File: config.mk
export PLATFORM = sky130hd
export DESIGN_NAME = fb_scanout_arbiter
export DESIGN_NICKNAME = d
export VERILOG_FILES = /design/src/rtl/fb_scanout_arbiter.sv
export SDC_FILE = /design/constraint.sdc
export NUM_CORES = 1
export LEC_CHECK = 0
export BUFFER_PORTS_ARGS = -buffer_cell sky130_fd_sc_hd__buf_4
export CAP_MARGIN = 40
export CORE_MARGIN = 2
export CORE_UTILIZATION = 40
export DETAILED_ROUTE_END_ITERATION = 6
export GPL_TIMING_DRIVEN = 1
export PLACE_DENSITY = 0.69
export RECOVER_POWER = 100
export SKIP_CTS_REPAIR_TIMING = 1
export SLEW_MARGIN = 20
export SYNTH_ARGS = -nofsm -noshare
export SYNTH_HDL_FRONTEND = slang
export SYNTH_SLANG_ARGS = --single-unit
export TNS_END_PERCENT = 10
File: constraint.sdc
create_clock -name clk -period 7 [get_ports clk]
set_input_delay 0.7 -clock clk [delete_from_list [all_inputs] [get_ports clk]]
set_output_delay 0.7 -clock clk [all_outputs]
set_load 0.005 [all_outputs]
File: src/rtl/fb_scanout_arbiter.sv
// Framebuffer port arbiter: shares one memory port between GPU writes and display
// scan-out reads, buffering scan pixels in a small FIFO that feeds the video block.
module fb_scanout_arbiter #(
   parameter int H_PIX = 720,
   parameter int V_PIX = 480,
   parameter int DEPTH = 8
) (
   input  logic        clk,
   input  logic        rst,
   input  logic        scan_en,
   input  logic        gpu_req,
   input  logic [18:0] gpu_addr,
   input  logic [23:0] gpu_wdata,
   output logic        gpu_gnt,
   output logic [18:0] mem_addr,
   output logic        mem_we,
   output logic [23:0] mem_wdata,
   input  logic [23:0] mem_rdata,
   output logic [23:0] vid_data,
   output logic        vid_en,
   input  logic        vid_rdy,
   output logic        frame_start
);

   localparam int DATA_W = 24;
   localparam int ADDR_W = 19;
   localparam int PTR_W  = $clog2(DEPTH);
   localparam int CNT_W  = PTR_W + 1;
   localparam logic [ADDR_W-1:0] LAST_ADDR = ADDR_W'(H_PIX * V_PIX - 1);
   localparam logic [CNT_W:0]    FULL_OCC  = (CNT_W + 1)'(DEPTH);
   localparam logic [CNT_W:0]    HALF_OCC  = (CNT_W + 1)'(DEPTH / 2);

   typedef enum logic [1:0] {IDLE, RUN, FLUSH} state_t;

   state_t              state_q, state_d;
   logic [ADDR_W-1:0]   scan_addr_q, scan_addr_d;
   logic [PTR_W-1:0]    wr_ptr_q, wr_ptr_d;
   logic [PTR_W-1:0]    rd_ptr_q, rd_ptr_d;
   logic [CNT_W-1:0]    count_q, count_d;
   logic                inflight_q, inflight_d;
   logic                vid_en_q, vid_en_d;
   logic [DATA_W-1:0]   vid_data_q, vid_data_d;
   logic                frame_start_q, frame_start_d;
   logic [DATA_W-1:0]   fifo_q [DEPTH];

   logic [CNT_W:0]      occ;
   logic                room;
   logic                urgent;
   logic                rd_issue;
   logic                wr_issue;
   logic                flush_entry;
   logic                push;
   logic                pop;

   always_ff @(posedge clk or posedge rst) begin
      if (rst) begin
         state_q <= IDLE;
      end else begin
         state_q <= state_d;
      end
   end

   always_comb begin
      state_d = state_q;
      case (state_q)
         IDLE:    if (scan_en) state_d = RUN;
         RUN:     if (!scan_en) state_d = FLUSH;
         FLUSH:   state_d = IDLE;
         default: state_d = IDLE;
      endcase
   end

   // Occupancy counts the read still in flight so a returning word always has a slot.
   always_comb begin
      occ      = {1'b0, count_q} + {{CNT_W{1'b0}}, inflight_q};
      room     = occ < FULL_OCC;
      urgent   = occ < HALF_OCC;
      rd_issue = 1'b0;
      wr_issue = 1'b0;
      if (!rst) begin
         case (state_q)
            RUN: begin
               if (urgent && room) begin
                  rd_issue = 1'b1;
               end else if (gpu_req) begin
                  wr_issue = 1'b1;
               end else if (room) begin
                  rd_issue = 1'b1;
               end
            end
            default: wr_issue = gpu_req;
         endcase
      end
      gpu_gnt   = wr_issue;
      mem_we    = wr_issue;
      mem_wdata = gpu_wdata;
      if (rst) begin
         mem_addr = '0;
      end else if (wr_issue) begin
         mem_addr = gpu_addr;
      end else begin
         mem_addr = scan_addr_q;
      end
   end

   // Leaving RUN drops buffered pixels and the pending return so the next frame starts clean.
   always_comb begin
      flush_entry   = (state_q == RUN) && !scan_en;
      push          = inflight_q;
      pop           = vid_rdy && (count_q != '0) && !vid_en_q && !flush_entry;
      scan_addr_d   = scan_addr_q;
      if (rd_issue) begin
         scan_addr_d = (scan_addr_q == LAST_ADDR) ? '0 : scan_addr_q + 1'b1;
      end
      inflight_d    = rd_issue;
      frame_start_d = rd_issue && (scan_addr_q == '0);
      vid_en_d      = pop;
      vid_data_d    = pop ? fifo_q[rd_ptr_q] : vid_data_q;
      wr_ptr_d      = push ? wr_ptr_q + 1'b1 : wr_ptr_q;
      rd_ptr_d      = pop ? rd_ptr_q + 1'b1 : rd_ptr_q;
      count_d       = count_q + {{PTR_W{1'b0}}, push} - {{PTR_W{1'b0}}, pop};
      if (flush_entry) begin
         scan_addr_d = '0;
         inflight_d  = 1'b0;
         wr_ptr_d    = '0;
         rd_ptr_d    = '0;
         count_d     = '0;
      end
   end

   always_ff @(posedge clk or posedge rst) begin
      if (rst) begin
         scan_addr_q   <= '0;
         wr_ptr_q      <= '0;
         rd_ptr_q      <= '0;
         count_q       <= '0;
         inflight_q    <= 1'b0;
         vid_en_q      <= 1'b0;
         vid_data_q    <= '0;
         frame_start_q <= 1'b0;
      end else begin
         scan_addr_q   <= scan_addr_d;
         wr_ptr_q      <= wr_ptr_d;
         rd_ptr_q      <= rd_ptr_d;
         count_q       <= count_d;
         inflight_q    <= inflight_d;
         vid_en_q      <= vid_en_d;
         vid_data_q    <= vid_data_d;
         frame_start_q <= frame_start_d;
      end
   end

   always_ff @(posedge clk) begin
      if (push && !flush_entry) begin
         fifo_q[wr_ptr_q] <= mem_rdata;
      end
   end

   assign vid_en      = vid_en_q;
   assign vid_data    = vid_data_q;
   assign frame_start = frame_start_q;

endmodule

After elaboration in Yosys (flattened, before gate mapping)
Memories as Yosys holds them, arrays and structs flattened. A register that Yosys moved wholly into a read port is not among the register bits.
Cells that the tools add are included.
W data, S select, Z words.
{"block": "word_totals", "register_bits": 34, "ram_bits": 192, "input_bits": 72, "elab_cells": 63, "mem_count": 1}
{"block": "classes", "n_addsub": 6, "order_cmp": 2, "n_eq_ne": 4, "n_mux": 25, "n_reduce_logical": 17}
{"name": "fifo_q", "depth": 8, "word_bits": 24, "read_ports": 1, "rd_ports_with_merged_regs": 1, "wr": 1, "line_no": "44", "source": "logic [DATA_W-1:0] fifo_q [DEPTH];"}
{"op": "$mux W19", "n": 5}
{"op": "$add A19 B1 Y19 const B", "n": 1}
{"op": "$eq A19 B19 Y1 const B", "n": 1}
{"op": "$logic_not A19 Y1", "n": 1}
{"op": "$mux W1", "n": 12}
{"op": "$mux W3", "n": 4}
{"op": "$logic_and A1 B1 Y1", "n": 7}
{"op": "$add A3 B1 Y3 const B", "n": 2}
{"op": "$reduce_bool A2 Y1", "n": 3}
{"op": "$add A4 B1 Y5", "n": 1}
{"op": "$lt A5 B3 Y1 const B", "n": 1}
{"op": "$lt A5 B4 Y1 const B", "n": 1}
{"op": "$add A4 B1 Y4", "n": 1}
{"op": "$mux W2", "n": 2}
{"op": "$mux W4", "n": 1}
{"op": "$ne A2 B2 Y1 const B", "n": 2}
{"op": "$pmux W2 S2", "n": 1}
{"op": "$reduce_bool A4 Y1", "n": 1}
{"op": "$sub A4 B1 Y4", "n": 1}
{"op": "$logic_not A1 Y1", "n": 3}
{"op": "$eq A2 B1 Y1 const B", "n": 1}
{"op": "$logic_not A2 Y1", "n": 1}
{"op": "$reduce_and A2 Y1", "n": 1}

Depth between registers and ports, before layout
{"block": "logic_depth", "ltp_word": 9, "mapped_depth": 12, "mapped_depth_nobuf": 11}

Worst setup path after synthesis
Ideal clock, no wire load.
{"block": "synth_path", "path_type": "input to register", "startpoint": "input scan_en", "endpoint": "memory fifo_q[0][0], enable pin", "setup_ns": 0.435, "arrival_ns": 2.836, "required_time_ns": 6.565, "setup_slack_ns": 3.729, "stages": 3, "path_buffers": 0, "path_cell_list": "nor3b_1 > or3_1 > nor3_1"}
{"block": "synth_between", "elab_chain_cells": 6}
{"item": "start: declaration", "line_no": "10", "source": "input logic scan_en,"}
{"item": "$logic_not A1 Y1", "line_no": "108", "source": "flush_entry = (state_q == RUN) && !scan_en;"}
{"item": "$logic_and A1 B1 Y1", "line_no": "108"}
{"item": "$logic_not A1 Y1", "line_no": "154", "source": "if (push && !flush_entry) begin"}
{"item": "$logic_and A1 B1 Y1", "line_no": "154"}
{"item": "$mux W1", "line_no": "154"}
{"item": "$mux W1 (not written as such)", "line_no": "155", "source": "fifo_q[wr_ptr_q] <= mem_rdata;"}
{"item": "end: declaration", "line_no": "44"}
No other way between the ends.

Final worst setup path
{"block": "layout_path", "startpoint": "register count_q[2]", "endpoint": "register count_q[3]"}
{"block": "layout_between", "elab_chain_cells": 6, "word_cells_on_any_way": 7}
{"item": "start: declaration", "line_no": "39", "source": "logic [CNT_W-1:0] count_q, count_d;"}
{"item": "start signal: assignment", "line_no": "145", "source": "count_q <= count_d;"}
{"item": "parallel branches: the longest is 4 deep, another holds $add A4 B1 Y4"}
{"item": "$sub A4 B1 Y4 (*)", "line_no": "121", "source": "count_d = count_q + {{PTR_W{1'b0}}, push} - {{PTR_W{1'b0}}, pop};"}
{"item": "$mux W4 (*)", "line_no": "122", "source": "if (flush_entry) begin"}
{"item": "via count_d[3]", "line_no": "39"}
Mark *: on every way through the listed nets, which the timed path passes.
A chain may end at the register's enable or synchronous reset.

==> qor.csv <==
metric;value;unit
ANT nets after route;0;
vias in the first global route;5765;
maximum vdd drop;0.000287;V
CTS buffer count;25;
Rows;59;
TritonCTS Sinks;250;
commonest non-fill, non-tap cell in the layout;edfxtp_1;
post-DP HPWL;12700;µm
Core Area;26000;µm²
crit path cell chain;inv_1, ha_1, a21oi_1, nor2b_1, buf_16, ha_1, inv_1, ha_1, a21o_1, a21oi_1, xnor2_1, nor2_1;
DR DRC count;0;
drt pass-1 iters;5;
most frequent cells in the layout;192 x edfxtp_1, 64 x nor2_1, 56 x dfrtp_1, 48 x mux4_2, 48 x mux2i_1;
Yosys warning count;0;
CP Capture Type;register;
Final Core Density;0.470;
area delta synth->final;16.0;%
Die Y;166;µm
most used cell, CP;ha_1;
#FFs+latches synth;250;
Layout Nets;814;
Ant. Diodes;0;
Initial Util;0.406;
EDFF count, synth;192;
DRT iter0 DRCs;496;
WL final;21300;µm
register area share after synthesis;0.685;
CP Launch Type;register;
hold_ws;423;ps
Die Area;27700;µm²
area of the multi-input gates;2920;µm²
Max Cap Viol;11;
Layout Skew;15.7;ps
CP max stage cell;nor2b_1;
DIE WIDTH;166;µm
RSZ-0062 raised after global routing;false;
fin crit share;0.569;
FF/Latch Area;7220;µm²
Highest Clock Rate;251;MHz
max-slew violations;283;
post-synthesis instance area;10500;µm²
worst-case clock buffer depth;3;
share of layout cells above drive strength 1;0.231;
Overall Global Routing Usage;0.151;
initial antenna violation count;1;
Worst-Margin Slew;2240;ps
I/O Pins;143;
H-tree levels;1;
pwr dens;343;nW/µm²
WP data required;7380;ps
Mapped Cells;650;
Final GP Congestion;0.844;
Post-synth top flop;edfxtp_1;
Fin. Hold Viols;0;
gr ovfl total;0;
Hold WC Path Type;input pin to register;
Root Buffer;clkbuf_16;
failing checks;max-capacitance violations, max-slew violations;
setup TNS;0;ps
status;finished with violations;
CP Class;register to register;
Fillers;2268;
Leak Pwr;4.23;nW
first-pass GRT wire length;32800;µm
CP arrival;4370;ps
vias;5695;
Synth cell types;52;
clock latency on the worst-skew pair;540;ps
synthesized area per cell;16.2;µm²
critical path fanouts, max;26;
largest net degree at the start of global routing;39;
Worst-path clk slew;60;ps
Final Power;4.19;mW
CP max stage delay;1480;ps
Setup violations, final;0;
# port buffers;94;
Rel. slew slack;-0.492;
CTS tree;built;
Synthesized Nets;734;
WL/cell;19.6;µm
share of flip-flops with an asynchronous set or reset;0.232;
Tmin final;3980;ps
Vias/cell;5.25;
## Yosys cell counts, types with 11 or more instances
library cell    n  area share
edfxtp_1      192        0.55
a21oi_1        29       0.014
inv_1          15      0.0053
nand2_1        19      0.0068
mux4_2         48        0.10
clkbuf_1       15      0.0053
dfrtp_1        58        0.14
buf_4          28       0.020
mux2i_1        48       0.046
nor2_1         70       0.025
ha_1           11       0.013
## final cells by class
type,instances,share of cell area
multi-input cells,328,0.239
flip-flops and latches,250,0.591
repair buffers,110,0.0573
well taps,335,0.0343
clock buffers,31,0.0555
inverters,15,0.00461
clock inverters,15,0.0183
## power by group
group | internal [mW] | switching (mW) | total (mW)
clock network | 0.879 | 0.560 | 1.44
registers | 1.71 | 0.131 | 1.84
logic | 0.493 | 0.421 | 0.914
total | 3.08 | 1.11 | 4.19
## worst paths after layout
| path | slack [ps] | cells after the start | startpoint | endpoint |
|---|---|---|---|---|
| min in group asynchronous | 800 | 2 | rst | vid_data[8] |
| worst min register to register | 480 | 1 | state_q[1] | state_q[0] |
| max in group asynchronous | 3620 | 3 | rst | vid_data[7] |
| worst max-delay path | 3020 | 12 | count_q[2] | count_q[3] |
| worst max register to register | 3020 | 12 | count_q[2] | count_q[3] |
| worst min-delay path | 420 | 2 | scan_en | state_q[0] |
## through the flow
| stage | std cells | worst slack, ps | instance area (µm²) |
|---|---|---|---|
| floorplan | 650 | 3730 | 10500 |
| global placement | 1035 | 3580 | 11500 |
| detailed placement | 1038 | 3760 | 11500 |
| CTS | 1084 | 3730 | 12400 |
| global route | 1084 | 2490 | 12200 |
| finish | 1084 | 3020 | 12200 |
## routing by layer
layer,track usage,share of wire,up-vias
met5,0,0.00052,-
met4,0.0390,0.019,2
met3,0.0331,0.069,40
met2,0.242,0.47,185
met1,0.212,0.45,2851
li1,-,-,2617
## critical path: cells and delay by family, from the launching register on
kind | cells | cell delay (ps)
adder cells (fa/ha/maj) | 3 | 650
AND/OR/NAND/NOR | 2 | 1530
buffers and inverters | 3 | 420
XOR/XNOR | 1 | 140
flip-flops | 1 | 420
AO/OA/AOI/OAI | 3 | 680
## state kept, by name, summed over array words and instances (netlist names)
register	cells
frame_start	1
vid_data	24
vid_en	1
state_q	2
inflight_q	1
scan_addr_q	19
wr_ptr_q	3
count_q	4
fifo_q	192
rd_ptr_q	3
## cells by family (layout without fill, tap and decap cells)
logic type,Yosys count,count (layout),synth area share
flops,250,250,0.685
simple gates,151,151,0.0699
mux,98,98,0.151
buf+inv,72,171,0.0375
compound gates,56,56,0.0329
fa+ha+maj,12,12,0.0150
xor+xnor,11,11,0.00914
(Power assumes the default switching activity.)
